`src/rtl/cv_serial_sched.sv`:
```
// ---------------------------------------------------------------------------
// cv_serial_sched
//   Arbitrates two requesters, each presenting one Excess-3 digit, and drives
//   an external bit-serial Excess-3 -> BCD converter (LSB first, Mealy output,
//   active-low reset). A conversion takes 6 cycles from the accept edge:
//   CLR (converter reset), 4 x BIT (one bit per cycle), DONE (result pulse).
//   Arbitration between requesters is round-robin.
//
// Ports
//   clk        in   clock, rising edge
//   rst        in   asynchronous active-high reset
//   req[1:0]   in   per-requester request, held until acknowledged
//   din0, din1 in   Excess-3 digits of requester 0 / 1
//   ack[1:0]   out  one-cycle acceptance pulse (one-hot or zero)
//   dout[3:0]  out  BCD result, holds its value outside DONE
//   dout_valid out  one-cycle result strobe
//   dout_id    out  requester index of the result
//   err        out  accepted code was out of range
//   cv_x       out  serial bit to the converter
//   cv_rst_n   out  converter reset, active-low
//   cv_z       in   converter Mealy output for the current cv_x
//
// Configuration
//   CV_RANGE_CHECK_EN  when defined, an accepted code outside 3..12 skips the
//                      converter and goes straight to DONE with err=1 and
//                      dout=4'hF. When undefined, err is constant 0.
// ---------------------------------------------------------------------------
module cv_serial_sched (
  input  logic       clk,
  input  logic       rst,
  input  logic [1:0] req,
  input  logic [3:0] din0,
  input  logic [3:0] din1,
  output logic [1:0] ack,
  output logic [3:0] dout,
  output logic       dout_valid,
  output logic       dout_id,
  output logic       err,
  output logic       cv_x,
  output logic       cv_rst_n,
  input  logic       cv_z
);

  typedef enum logic [1:0] {IDLE, CLR, BIT, DONE} state_t;

  state_t     state, state_nxt;
  logic [1:0] k;
  logic       ptr;
  logic [3:0] lat_din;
  logic       lat_id;
  logic [2:0] result;
  logic       accept;
  logic       win;
  logic [3:0] din_sel;
  logic       bad_sel;
  logic       bad_q;

  // A lone requester always wins; with both requesting, the pointer decides.
  always_comb begin
    win = ptr;
    if (req == 2'b01) win = 1'b0;
    if (req == 2'b10) win = 1'b1;
  end

  assign din_sel = win ? din1 : din0;
  assign accept  = ((state == IDLE) || (state == DONE)) && (req != 2'b00);

`ifdef CV_RANGE_CHECK_EN
  assign bad_sel = (din_sel < 4'd3) || (din_sel > 4'd12);

  always_ff @(posedge clk or posedge rst) begin
    if (rst)         bad_q <= 1'b0;
    else if (accept) bad_q <= bad_sel;
  end
`else
  assign bad_sel = 1'b0;
  assign bad_q   = 1'b0;
`endif

  // State register
  always_ff @(posedge clk or posedge rst) begin
    if (rst) state <= IDLE;
    else     state <= state_nxt;
  end

  // Next-state logic
  always_comb begin
    state_nxt = state;
    case (state)
      IDLE:    if (accept) state_nxt = bad_sel ? DONE : CLR;
      CLR:     state_nxt = BIT;
      BIT:     if (k == 2'd3) state_nxt = DONE;
      DONE:    state_nxt = accept ? (bad_sel ? DONE : CLR) : IDLE;
      default: state_nxt = IDLE;
    endcase
  end

  // Control registers: bit counter, round-robin pointer, result outputs
  always_ff @(posedge clk or posedge rst) begin
    if (rst) begin
      k       <= 2'd0;
      ptr     <= 1'b0;
      dout    <= 4'd0;
      dout_id <= 1'b0;
    end else begin
      if (state == CLR) k <= 2'd0;
      else if (state == BIT) k <= k + 2'd1;
      if (accept) begin
        ptr <= ~win;
        if (bad_sel) begin
          dout    <= 4'hF;
          dout_id <= win;
        end
      end
      // Last bit arrives on the edge that enters DONE; fold it straight in.
      if ((state == BIT) && (k == 2'd3)) begin
        dout    <= {cv_z, result};
        dout_id <= lat_id;
      end
    end
  end

  // Data registers: latched operand and partial result
  always_ff @(posedge clk) begin
    if (accept) begin
      lat_din <= din_sel;
      lat_id  <= win;
    end
    if ((state == BIT) && (k != 2'd3)) result[k] <= cv_z;
  end

  // Output logic
  always_comb begin
    ack        = 2'b00;
    cv_x       = 1'b0;
    cv_rst_n   = 1'b0;
    dout_valid = 1'b0;
    err        = 1'b0;
    case (state)
      CLR: ack = lat_id ? 2'b10 : 2'b01;
      BIT: begin
        cv_rst_n = 1'b1;
        cv_x     = lat_din[k];
      end
      DONE: begin
        dout_valid = 1'b1;
        err        = bad_q;
        // A rejected code never visits CLR, so its acknowledge lands here.
        if (bad_q) ack = lat_id ? 2'b10 : 2'b01;
      end
      default: ;
    endcase
  end

endmodule
```
`config.mk`:
```
export PLATFORM = sky130hd
export DESIGN_NAME = cv_serial_sched
export DESIGN_NICKNAME = d
export VERILOG_FILES = /design/src/rtl/cv_serial_sched.sv
export SDC_FILE = /design/constraint.sdc
export NUM_CORES = 1
export LEC_CHECK = 0
export BUFFER_PORTS_ARGS = -buffer_cell sky130_fd_sc_hd__buf_2
export CAP_MARGIN = 20
export CORE_MARGIN = 2
export CORE_UTILIZATION = 30
export CTS_CLUSTER_DIAMETER = 80
export DETAILED_ROUTE_END_ITERATION = 7
export PLACE_DENSITY_LB_ADDON = 0.1
export REMOVE_ABC_BUFFERS = 1
export SETUP_SLACK_MARGIN = 0.3
export SLEW_MARGIN = 10
export SYNTH_ARGS = -nofsm -noshare
export SYNTH_HDL_FRONTEND = slang
export SYNTH_SLANG_ARGS = --single-unit
```
`constraint.sdc`:
```
create_clock -name clk -period 2.5 [get_ports clk]
set_clock_uncertainty 0.1 [all_clocks]
set_input_delay 0.25 -clock clk [delete_from_list [all_inputs] [get_ports clk]]
set_output_delay 0.25 -clock clk [all_outputs]
set_load 0.005 [all_outputs]
```
==> flow_summary.toml <==
[clock_tree]
numCtsBuffers = 3
clock-root-buffer = "clkbuf_4"
clk_path_buf_depth = 2
h-tree-depth = 1
clk_pin_slew_worst_paths_ns = 0.10
post_cts_buffers = 0
cts.sinks = 18
clock_latency_ns = 0.29
cts_tree = "yes"
cts_resized = 0

[floorplanning]
start_util_pct = 30.80
core-area_um2 = 2978
fp.dieArea_um2 = 3515
row_count = 20
die_w_um = 59.29
die_y_um = 59.29
io_pins = 24

[logic_synthesis]
synth_largest_area_cell = "dfrtp_1"
synth-edff-count = 8
avgSynthCellArea_um2 = 13.29
synth_top_cell_area_share_pct = 27.29
yosysSeqAreaShare_pct = 53.48
synth_flop_cell = "dfrtp_1"
syn_area_um2 = 917.1
synth.top_cells.by_area = "dfrtp_1, edfxtp_1, ha_1, mux2_4, mux2_2"
synth_cells = 69
synth_cell_type_count = 24
yosys_register_bits = 18
synthArstFlopShare_pct = 55.56
ys_warn_count = 0

[drt]
drt-total-wl_um = 1660
dr_total_vias = 594
drc_errors = 0
vias_per_cell = 4.641
drt_iter0_drc = 15
final_antenna_net_count = 0
firstDrtPassIters = 3
routedWlPerCell_um = 12.97

[global_routing]
grt_pass1_wl_um = 2911
grt_util_all_layers_pct = 11.94
grt_max_degree = 11
antenna_found_initial = 0
first_global_vias = 600
grt.overflow.total = 0

[setup_path]
crit_required_ns = 2.15
cp_max_fo = 5
path_cells = "mux4_2, and2_1, buf_2"
timing.rr.start = "state[0]"
critPathLaunch = "k[0]"
slowest_delay_ns = 0.51
critPathSlowestCell = "mux4_2"
crit_arrival_ns = 1.54
crit_path_end_kind = "primary output"
start_kind = "flop"
path_class = "flop to primary output"

[sta]
rsz0062_at_grt = "no"
fin_crit_sh_pct = 75.58
finalSetupViolCount = 0
max_freq_mhz = 529.2
finalMaxSlewViolations = 0
fin_crit_ns = 1.890
hold_viol = 0
setup_tns_ns = 0

[hold_path]
hp-start = "cv_z"
worst_hold_path_type = "input pin to flop"

[final_layout]
fin_nets = 117
n_fill_cell = 298
antenna_cells = 0
drive_gt1_share_pct = 37.89
area_delta_synth_final_pct = 19.64
fin_cells = 128

[power]
clock_power_share_pct = 12.5
combPwrFrac_pct = 43.5
power.switching_w = 0.0004318
cell_internal_pwr_w = 0.0007775
p_total_w = 0.001209
power_density_nw_per_um2 = 1102
swShare_pct = 35.71
p_leak_nw = 0.5254
power.share.sequential_pct = 44.0
ir_drop_mv = 0.3822

[placement]
hpwlAfterDp_um = 1242
io_buffers = 22
gp_congestion = 0.7217
dp_cells = 123

[run]
drv_cap = 0

[outcome]
status = "finished clean"
cell usage after synthesis, types with 2 or more instances:
cell type   n
edfxtp_1    8
ha_1        8
o21ai_0     2
nor2b_1     2
mux2_2      5
inv_1       8
dfrtp_1    10
nand2_1     2
mux2_4      4
and2_1      5
a21oi_1     2
sequential cells by signal (all words and copies together) (netlist names):
signal   flops
k            2
dout         4
lat_din      4
result       3
ptr          1
state        2
lat_id       1
dout_id      1
layout make-up:
class | count | area, µm² | share of cell area (%)
timing repair buffer | 23 | 120.1 | 10.95
sequential | 18 | 490.5 | 44.70
multi-input combinational | 42 | 389.1 | 35.46
clock inverter | 1 | 3.754 | 0.3421
clock buffer | 3 | 22.52 | 2.052
inverter | 8 | 30.03 | 2.737
tap | 33 | 41.29 | 3.763
critical path: cells and delay by family (launching register included):
family                 cells  cell delay, ns
and+or+nand+nor            1            0.16
DFF                        1            0.46
muxes                      1            0.51
buffers and inverters      1            0.12
kinds of logic after synthesis:
logic type	Yosys count	share of synthesized area (%)
adder cells (fa/ha/maj)	9	12.41
flip-flops	18	53.48
multiplexers	10	15.14
AND/OR/NAND/NOR	14	9.142
AO/OA/AOI/OAI	8	5.322
other	1	0.4089
buffers and inverters	9	4.093
path summary, 6_finish.rpt:
check / to / slack (ns) / cells after the start
min in group asynchronous: dout[1] / 0.37 / 3
worst min-delay path: result[1] / 0.07 / 1
worst max register to register: result[0] / 0.72 / 4
worst min register to register: dout[0] / 0.39 / 1
worst max-delay path: cv_x / 0.61 / 3
max in group asynchronous: k[0] / 1.63 / 3
power by group through the flow:
stage	Sequential [W]	Combinational, W	Clock [W]
2_1_floorplan	0.000526	0.000369	0
3_3_place_gp	0.000533	0.000536	0
3_5_place_dp	0.000539	0.000538	0
4_1_cts	0.000532	0.000542	0.000164
5_1_grt	0.000553	0.000613	0.000180
6_report	0.000532	0.000527	0.000151
metrics by stage:
step                      hold WS (ns)  cell area, µm²  worst slack (ns)  utilization, %
after floorplan              -0.009822           909.6            0.9655               -
after global placement          0.1760            1061            0.7179           35.63
after detailed placement        0.1819            1061            0.7316           35.63
after CTS                      0.05043            1097            0.5788           36.85
after global routing           0.04833            1097            0.4990           36.85
final                          0.06612            1097            0.6105           36.85
cells in the final DEF, fill, tap and decap left out:
cell type / netlist / final
nand2_1: 2 / 2
nor2b_1: 2 / 2
inv_1: 8 / 8
nand4_1: 1 / 1
buf_2: 0 / 22
mux4_2: 1 / 1
o32ai_1: 1 / 1
clkinv_1: 0 / 1
conb_1: 1 / 1
dfrtp_1: 10 / 10
a31oi_1: 1 / 1
or3_1: 1 / 1
nand3_1: 1 / 1
a21oi_1: 2 / 2
edfxtp_1: 8 / 8
or4_1: 1 / 1
ha_1: 8 / 8
maj3_4: 1 / 1
o21bai_1: 1 / 1
clkbuf_4: 0 / 3
and2_1: 5 / 5
o22ai_1: 1 / 1
mux2_2: 5 / 5
mux2_4: 4 / 4
dlygate4sd3_1: 0 / 1
nand3b_1: 1 / 1
o21ai_0: 2 / 2
repair_timing:
item | CTS | global route
setup endpoints to repair | 0 | 0
endpoints found under the hold margin | 10 | 0
hold buffers | 1 | 0
routing by layer:
| layer | up-vias | part of all wire, % | GRT usage (%) |
|---|---|---|---|
| met4 | 0 | 1.6 | 4.870 |
| met5 | - | 0 | 0 |
| met2 | 14 | 49 | 19.15 |
| met1 | 281 | 45 | 14.27 |
| met3 | 4 | 4.3 | 4.585 |
| li1 | 295 | - | - |
(Power assumes the default switching activity.)
